<file path="src/rtl/fnd_pkg.sv">
// fnd_pkg: shared segment table, idle patterns and scan FSM states for the FND scan driver
package fnd_pkg;
  localparam logic [15:0][6:0] SEG_TABLE = {
    7'h71, 7'h79, 7'h5E, 7'h39, 7'h7C, 7'h77, 7'h6F, 7'h7F,
    7'h07, 7'h7D, 7'h6D, 7'h66, 7'h4F, 7'h5B, 7'h06, 7'h3F
  };
  localparam logic [3:0] COM_OFF = 4'b1111;
  localparam logic [7:0] SEG_OFF = 8'hFF;
  typedef enum logic {ST_BLANK, ST_DRIVE} state_e;
endpackage

</file>
<file path="src/rtl/bcd_to_seg.sv">
// bcd_to_seg: 4-bit hex digit to active-high gfedcba segment pattern
module bcd_to_seg
  import fnd_pkg::*;
(
  input  logic [3:0] val_i,
  output logic [6:0] seg_o
);
  assign seg_o = SEG_TABLE[val_i];
endmodule

</file>
<file path="src/rtl/fnd_scan_driver.sv">
// fnd_scan_driver: 4-digit common-anode 7-seg scanner with blank gap and frame-aligned updates (optional FND_LZB_EN leading-zero blanking)
module fnd_scan_driver
  import fnd_pkg::*;
#(
  parameter int SCAN_DIV  = 100000,
  parameter int BLANK_CYC = 1000
) (
  input  logic        clk,
  input  logic        rst,
  input  logic [15:0] digits_in,
  input  logic [3:0]  dp_in,
  input  logic        load,
  output logic [3:0]  fnd_com,
  output logic [7:0]  fnd_data,
  output logic        frame_tick
);
  localparam int PW = $clog2(SCAN_DIV);
  localparam logic [PW-1:0] SCAN_END  = PW'(SCAN_DIV - 1);
  localparam logic [PW-1:0] BLANK_END = PW'(BLANK_CYC == 0 ? 0 : BLANK_CYC - 1);
  logic [PW-1:0] presc_q, presc_d;
  state_e        state_q, state_d;
  logic [1:0]    idx_q, idx_d;
  logic [15:0]   shadow_q, shadow_d, pend_q, pend_d;
  logic [3:0]    shdp_q, shdp_d, pdp_q, pdp_d;
  logic          pending_q, pending_d;
  logic [3:0]    com_q, com_d, lzb;
  logic [7:0]    data_q, data_d;
  logic          tick_q, tick_d;
  logic          slot_end, boundary, drive;
  logic [3:0]    digit;
  logic [6:0]    seg;
  bcd_to_seg u_dec (.val_i(digit), .seg_o(seg));
  assign fnd_com    = com_q;
  assign fnd_data   = data_q;
  assign frame_tick = tick_q;
  // prescaler, scan FSM and digit index advance
  always_comb begin
    slot_end = presc_q == SCAN_END;
    presc_d  = slot_end ? '0 : presc_q + 1'b1;
    state_d  = state_q == ST_BLANK ? ((BLANK_CYC == 0 || presc_q == BLANK_END) ? ST_DRIVE : ST_BLANK)
                                   : (slot_end ? ST_BLANK : ST_DRIVE);
    idx_d    = (state_q == ST_DRIVE && slot_end) ? idx_q + 2'd1 : idx_q;
    boundary = state_q == ST_DRIVE && slot_end && idx_q == 2'd3;
  end
  // pending value is promoted to the shadow only at the frame boundary; a same-cycle load stays pending
  always_comb begin
    shadow_d  = (boundary && pending_q) ? pend_q : shadow_q;
    shdp_d    = (boundary && pending_q) ? pdp_q : shdp_q;
    pend_d    = load ? digits_in : pend_q;
    pdp_d     = load ? dp_in : pdp_q;
    pending_d = load ? 1'b1 : (boundary ? 1'b0 : pending_q);
  end
  // registered pin drive from the current state and index
  always_comb begin
    digit = shadow_q[{idx_q, 2'b00} +: 4];
`ifdef FND_LZB_EN
    lzb[3] = shadow_q[15:12] == 4'd0 && !shdp_q[3];
    lzb[2] = shadow_q[15:8] == 8'd0 && !shdp_q[2];
    lzb[1] = shadow_q[15:4] == 12'd0 && !shdp_q[1];
    lzb[0] = 1'b0;
`else
    lzb = '0;
`endif
    drive  = state_q == ST_DRIVE;
    com_d  = drive ? ~(4'b0001 << idx_q) : COM_OFF;
    data_d = (drive && !lzb[idx_q]) ? ~{shdp_q[idx_q], seg} : SEG_OFF;
    tick_d = boundary;
  end
  // state registers with synchronous active-low reset
  always_ff @(posedge clk) begin
    if (!rst) begin
      presc_q   <= '0;
      state_q   <= ST_BLANK;
      idx_q     <= '0;
      shadow_q  <= '0;
      shdp_q    <= '0;
      pend_q    <= '0;
      pdp_q     <= '0;
      pending_q <= 1'b0;
      com_q     <= COM_OFF;
      data_q    <= SEG_OFF;
      tick_q    <= 1'b0;
    end else begin
      presc_q   <= presc_d;
      state_q   <= state_d;
      idx_q     <= idx_d;
      shadow_q  <= shadow_d;
      shdp_q    <= shdp_d;
      pend_q    <= pend_d;
      pdp_q     <= pdp_d;
      pending_q <= pending_d;
      com_q     <= com_d;
      data_q    <= data_d;
      tick_q    <= tick_d;
    end
  end
endmodule

</file>
<file path="config.mk">
export PLATFORM = sky130hd
export DESIGN_NAME = fnd_scan_driver
export DESIGN_NICKNAME = d
export VERILOG_FILES = /design/src/rtl/fnd_pkg.sv /design/src/rtl/bcd_to_seg.sv /design/src/rtl/fnd_scan_driver.sv
export SDC_FILE = /design/constraint.sdc
export NUM_CORES = 1
export LEC_CHECK = 0
export CAP_MARGIN = 40
export CELL_PAD_IN_SITES_DETAIL_PLACEMENT = 0
export CELL_PAD_IN_SITES_GLOBAL_PLACEMENT = 1
export CORE_ASPECT_RATIO = 1.2
export CORE_MARGIN = 10
export CORE_UTILIZATION = 43
export DETAILED_ROUTE_END_ITERATION = 8
export PLACE_DENSITY_LB_ADDON = 0.3
export SKIP_CTS_REPAIR_TIMING = 1
export SKIP_LAST_GASP = 1
export SYNTH_ARGS = -nofsm -noshare
export SYNTH_HDL_FRONTEND = slang
export SYNTH_HIERARCHICAL = 1
export SYNTH_SLANG_ARGS = --single-unit
export TNS_END_PERCENT = 20
</file>
<file path="constraint.sdc">
create_clock -name clk -period 2.7 [get_ports clk]
set_clock_uncertainty 0.1 [all_clocks]
set_input_delay 0.405 -clock clk [delete_from_list [all_inputs] [get_ports clk]]
set_output_delay 0.405 -clock clk [all_outputs]
set_load 0.02 [all_outputs]
</file>
; Word-level counts from Yosys, hierarchy flattened
; Memories as Yosys holds them, arrays and structs flattened.
; Cells that the tools add are included.
; W data, S select, Z words.
[totals]
out_inout_bits = 13
regBits = 74
mem_bits_rw = 0
mem_bits_ro = 112
latchBits = 0
memories = 1
input_bits = 23
[op_classes]
div = 0
magnitude_cmp = 2
n_eq_ne = 3
n_reduce_logical = 9
add_sub_neg = 2
muxes = 10
shifts = 2
n_bitwise = 3
mul = 0
[mem_list]
columns = name, depth, word_bits, rd, rd_ports_with_merged_regs, wr, line_no
row1 = (no name shown), 16, 7, 1, 0, 0, bcd_to_seg.sv:8  ; assign seg_o = SEG_TABLE[val_i];
[ops]
columns = cell, count
row1 = $add A17 B1 Y17 const B, 1
row2 = $eq A17 B10 Y1 const B, 1
row3 = $eq A17 B17 Y1 const B, 1
row4 = $shiftx A16 B5 Y4, 1
row5 = $not A8 Y8, 1
row6 = $mux W1, 7
row7 = $mux W7, 1
row8 = $lt A4 B5 Y1 const B, 1
row9 = $bmux W1 S2, 2
row10 = $logic_and A1 B1 Y1, 4
row11 = $not A4 Y4, 1
row12 = $reduce_and A2 Y1, 2
row13 = $shl A1 B2 Y4 const A, 1
row14 = $lt A2 B3 Y1 const B, 1
row15 = $add A2 B1 Y2 const B, 1
row16 = $eq A2 B2 Y1 const B, 1
row17 = $reduce_bool A2 Y1, 1
row18 = $reduce_or A2 Y1, 1
row19 = $logic_not A1 Y1, 1
row20 = $not A1 Y1, 1

; Depth between registers and ports, before layout
[depth]
depth_word = 5
depth_mapped = 7

; Cells and area by module
; Netlist, hierarchy kept.
[modules_own_cells]
columns = mod, n_inst, area_each_um2, cells_each, seq_area_each_um2
row1 = fnd_scan_driver, 1, 2904.0, 308, 1481.4
row2 = bcd_to_seg, 1, 287.8, 33, 0.0

; Worst setup path after synthesis
; No wires, ideal clock.
[synth_path]
path_kind = reg2reg
from = register idx_q[0]
to = register data_q[3] (netlist: fnd_data[3])
setup_time_ps = 61
stages_incl_launch_ff = 8
n_path_buf = 1
arrival_ps = 2149
period_less_slack_ps = 2311
slack_ps = 389
path_cell_list = dfxtp_1 -> clkbuf_1 -> mux4_2 -> inv_1 -> ha_1 -> inv_1 -> mux4_1 -> nand2_1
[synth_via]
word_cells_on_any_way = 9
cone_classes = 1 x shift / 3 x mux / 1 x bitwise / 3 x reduce/logical / 1 x memory
[synth_rtl]
columns = item, line_no
row1 = from (decl), fnd_scan_driver.sv:22  ; logic [1:0] idx_q, idx_d;
row2 = from (signal assigned), fnd_scan_driver.sv:86  ; idx_q <= idx_d;
row3 = $shiftx A16 B5 Y4, fnd_scan_driver.sv:55  ; digit = shadow_q[{idx_q, 2'b00} +: 4];
row4 = via digit[1], fnd_scan_driver.sv:30  ; logic [3:0] digit;
row5 = $mem_v2 Z16 W7, --
row6 = $mux W7 (not written as such), bcd_to_seg.sv:8
row7 = via seg[3], fnd_scan_driver.sv:31  ; logic [6:0] seg;
row8 = $not A8 Y8, fnd_scan_driver.sv:66  ; data_d = (drive && !lzb[idx_q]) ? ~{shdp_q[idx_q], seg} : SEG_OFF;
row9 = to (signal assigned), fnd_scan_driver.sv:93  ; data_q <= data_d;
row10 = to (decl), fnd_scan_driver.sv:27  ; logic [7:0] data_q, data_d;
; The timed path passes the listed nets, and every way through them passes these cells. The select of a mux whose other input is x is not followed.
; A chain may end at the register's enable or synchronous reset.

; Worst setup path after layout
[layout_path]
from = register presc_q[0]
to = register presc_q[2]
[layout_via]
elab_chain_len = 2
word_cells_on_any_way = 3
cone_classes = 1 x add/sub / 1 x eq/ne / 1 x reduce/logical
[layout_rtl]
columns = item, line_no
row1 = from (decl), fnd_scan_driver.sv:20  ; logic [PW-1:0] presc_q, presc_d;
row2 = from (signal assigned), fnd_scan_driver.sv:84  ; presc_q <= presc_d;
row3 = branches (longest 2 deep; another with $add A17 B1 Y17), --
; Parallel ways; which one is timed is not known.

==> run summary <==
• finished, final reports clean — outcome
• dfxtp_1 — library cell with the largest summed area after synthesis
• 36 — boundary pin count
• 3190 µm² — area of the mapped netlist
• 0.475 ns — Post-Place Setup Slack
• dfxtp_1 — most common cell after layout, fill and taps aside
• 74 — post-synthesis sequential element count
• 0.54 ns — maximum single-stage delay on the critical path
• 74 — clock sink total
• pend_q[4] — Worst Min Path Start
• 98.7 µm — width of the die
• ha_1 -> nand4b_1 -> or4_1 -> buf_4 -> nand2_2 -> nor2_1 — worst path cell trace
• 27 — highest fanout seen on the critical path
• 341 — Post-Synthesis Cells
• 0 — Slew Viols, Final
• 54.1% — remaining max-slew budget at the tightest pin
• done — clock tree from TritonCTS
• 6 — number of cells traversed by the worst register-to-register path
• 559 nW/µm² — power density relative to cell area
• 34 — Std-Cell Rows
• 2400 — vias in the first global route
• 0 — endpoints failing setup
• 359 µV — IR drop worst, VDD
• 28 — pin count of the biggest net entering global routing
• 0 — post-route antenna net violation count
• 114 µm — Chip Height
• 83.2% — Final period util
• presc_q[0] — worst r2r src
• 6.39 mm — aggregate routed wire length
• simple AND/OR/NAND/NOR gates — family of cells with the greatest summed delay on the critical path
• 130 — initial detailed-routing violation count
• 0% — share of flip-flops with an asynchronous set or reset
• 9 — TritonCTS buffer count
• 2409 — vias post-DR
• 0.445 GHz — FMAX
• 0 — number of hold violations in the final report
• 9.87% — proportion of layout cells with a drive suffix above 1
• 1 — number of buffer and inverter instances along the worst setup path
• 9.36 µm² — post-synthesis area per instance
• 0 — max-cap viol count
• 406 — Final #Nets
• 12.0% — GRT Util Overall
• 1.34 nW — reported leakage power
• 5.18 — post-detailed-route via-to-cell ratio
• 44.1% — initial core utilization
• 4 — count of TritonRoute iterations in the first routing pass
• 3 — number of H-tree levels
• flop to flop — Worst Path Class, Setup
• 0.688 ns — measured slew at the worst slew-check pin
• 11.3 mm — first-pass GRT wire length
• no — unrepaired setup endpoints after global routing
• 0 — initial antenna violation count
• 0.453 ns — Worst Slack Setup Final
• 35 — number of buffers added on ports
• 40 — count of unique library cells instantiated by Yosys
• 18.9% — signed area change from the synthesized netlist to the final layout
• 13.7 µm — final routed wire length divided by cell count
• 2.38 ns — Arrival @ worst endpoint
• flop to flop — type of the tightest min-delay check
• or4_1 — cell at the slowest stage of the critical path
• 0.885 — final weighted congestion in routability-driven placement
• 0 — number of synthesized flops with an enable pin
• 0.34 ns — Skew-Pair Late Insertion Delay
• 2.25 ns — post-layout minimum cycle time
• 46.4% — sequential share of the synthesized area
• presc_q[2] — r2r endpoint
• 11300 µm² — die outline area
• 0 — global-route congestion overflow total
• 376 — post-synthesis net count
• dfxtp_1, mux2i_1, ha_1 — top post-synthesis cells by area
• 0 — Antenna diodes
• 7230 µm² — core area
• flop — CP Launch Type
• flop — type of element capturing the critical path
• 0 — Remaining DRCs
• 6 — Ys Warns
• 0.45 ns — worst reg2reg setup slack
• 704 — number of fill cells in the layout
• 2 — Hold Path Cell Cnt
• 0.08 ns — Clock Pin Slew Worst Setup and Hold Paths
• 46.4% — area share of the largest cell type after synthesis
• clkbuf_8 — CTS root buffer
• dfxtp_1 — most instantiated flip-flop cell in the synthesis netlist
• 2.83 ns — required arrival time at the worst endpoint
• 4.53 mm — hpwl dp
• dfxtp_1, nor2_1, clkdlybuf4s50_1 — highest-count cells in the layout ignoring fill and taps
• shadow_q[4] — worst min-delay path endpoint
• 2 — Max Buffers Root-to-Sink
• 0 ns — Setup TNS Final
power by group:
part | switching (W) | internal, W
Combinational | 0.0000398 | 0.0000527
Sequential | 0.0000152 | 0.00111
Clock | 0.000393 | 0.000510
worst reg2reg max path, stage by stage, from the launching register on:
cell and delay, ns:
dfxtp_1 0.42, ha_1 0.30, nand4b_1 0.17, or4_1 0.54, buf_4 0.24, nand2_2 0.28, nor2_1 0.09
area by class of cell:
cell class                      count  area, µm²  share of cell area [%]
Multi-Input combinational cell    231       1540                    40.6
Sequential cell                    74       1480                    39.0
Timing Repair Buffer               43        410                    10.8
Clock buffer                        9        124                    3.26
Tap cell                           90        113                    2.97
Clock inverter                      6       82.6                    2.18
Inverter                           12       45.0                    1.19
through the flow:
stage                     cell area, µm²  utilization (%)  hold WS [ns]  power (W)  cells
after floorplan                     3190                -         0.340    0.00120    341
after global placement              3590             49.6         0.360    0.00125    450
after detailed placement            3590             49.6         0.364    0.00125    450
after CTS                           3800             52.5         0.377    0.00215    465
after global routing                3800             52.5         0.393    0.00221    465
final                               3800             52.5         0.375    0.00212    465
synthesized netlist by cell type (all sizes together), types with 5 or more instances:
library cell / number
nand4: 5
ha: 12
nor3: 6
mux2i: 22
nor2: 38
dfxtp: 74
xnor2: 12
nand2: 20
inv: 12
buf: 10
clkbuf: 14
nor4: 8
mux4: 6
o21ai: 25
a21oi: 27
nand3: 30
how the worst max path moves through the flow:
| stage | startpoint | to | slack, ns | cells after the start |
|---|---|---|---|---|
| 5_1_grt | presc_q[0] | presc_q[7] | 0.28 | 6 |
| 3_5_place_dp | presc_q[0] | presc_q[2] | 0.48 | 6 |
| 6_report | presc_q[0] | presc_q[2] | 0.45 | 6 |
| 2_1_floorplan | idx_q[0] | fnd_data[3] | 0.39 | 7 |
| 4_1_cts | presc_q[0] | presc_q[7] | 0.46 | 6 |
| 3_3_place_gp | presc_q[14] | presc_q[6] | 0.51 | 5 |
cells by family (layout without fill, tap and decap cells):
logic type / Yosys count / in the layout / share of synthesized area (%)
buf+inv: 36 / 70 / 5.33
mux: 31 / 31 / 12.3
flops: 74 / 74 / 46.4
compound gates: 55 / 55 / 9.17
fa+ha+maj: 12 / 12 / 4.70
simple gates: 119 / 119 / 18.2
xor+xnor: 14 / 14 / 3.84
flip-flops by register name (all words and copies together) (netlist names):
signal and flops:
pdp_q 4, presc_q 17, idx_q 2, pend_q 16
pending_q 1, shadow_q 16, shdp_q 4, fnd_data 8
frame_tick 1, fnd_com 4, drive 1
metal layers:
metal | global-route usage [%] | vias up | part of all wire (%)
met5 | 0 | - | 0
met1 | 15.3 | 1107 | 50
met2 | 17.6 | 42 | 44
met4 | 5.45 | 0 | 1.4
met3 | 4.59 | 8 | 4.4
li1 | - | 1252 | -
No activity file was read; power rests on OpenSTA's default activity.
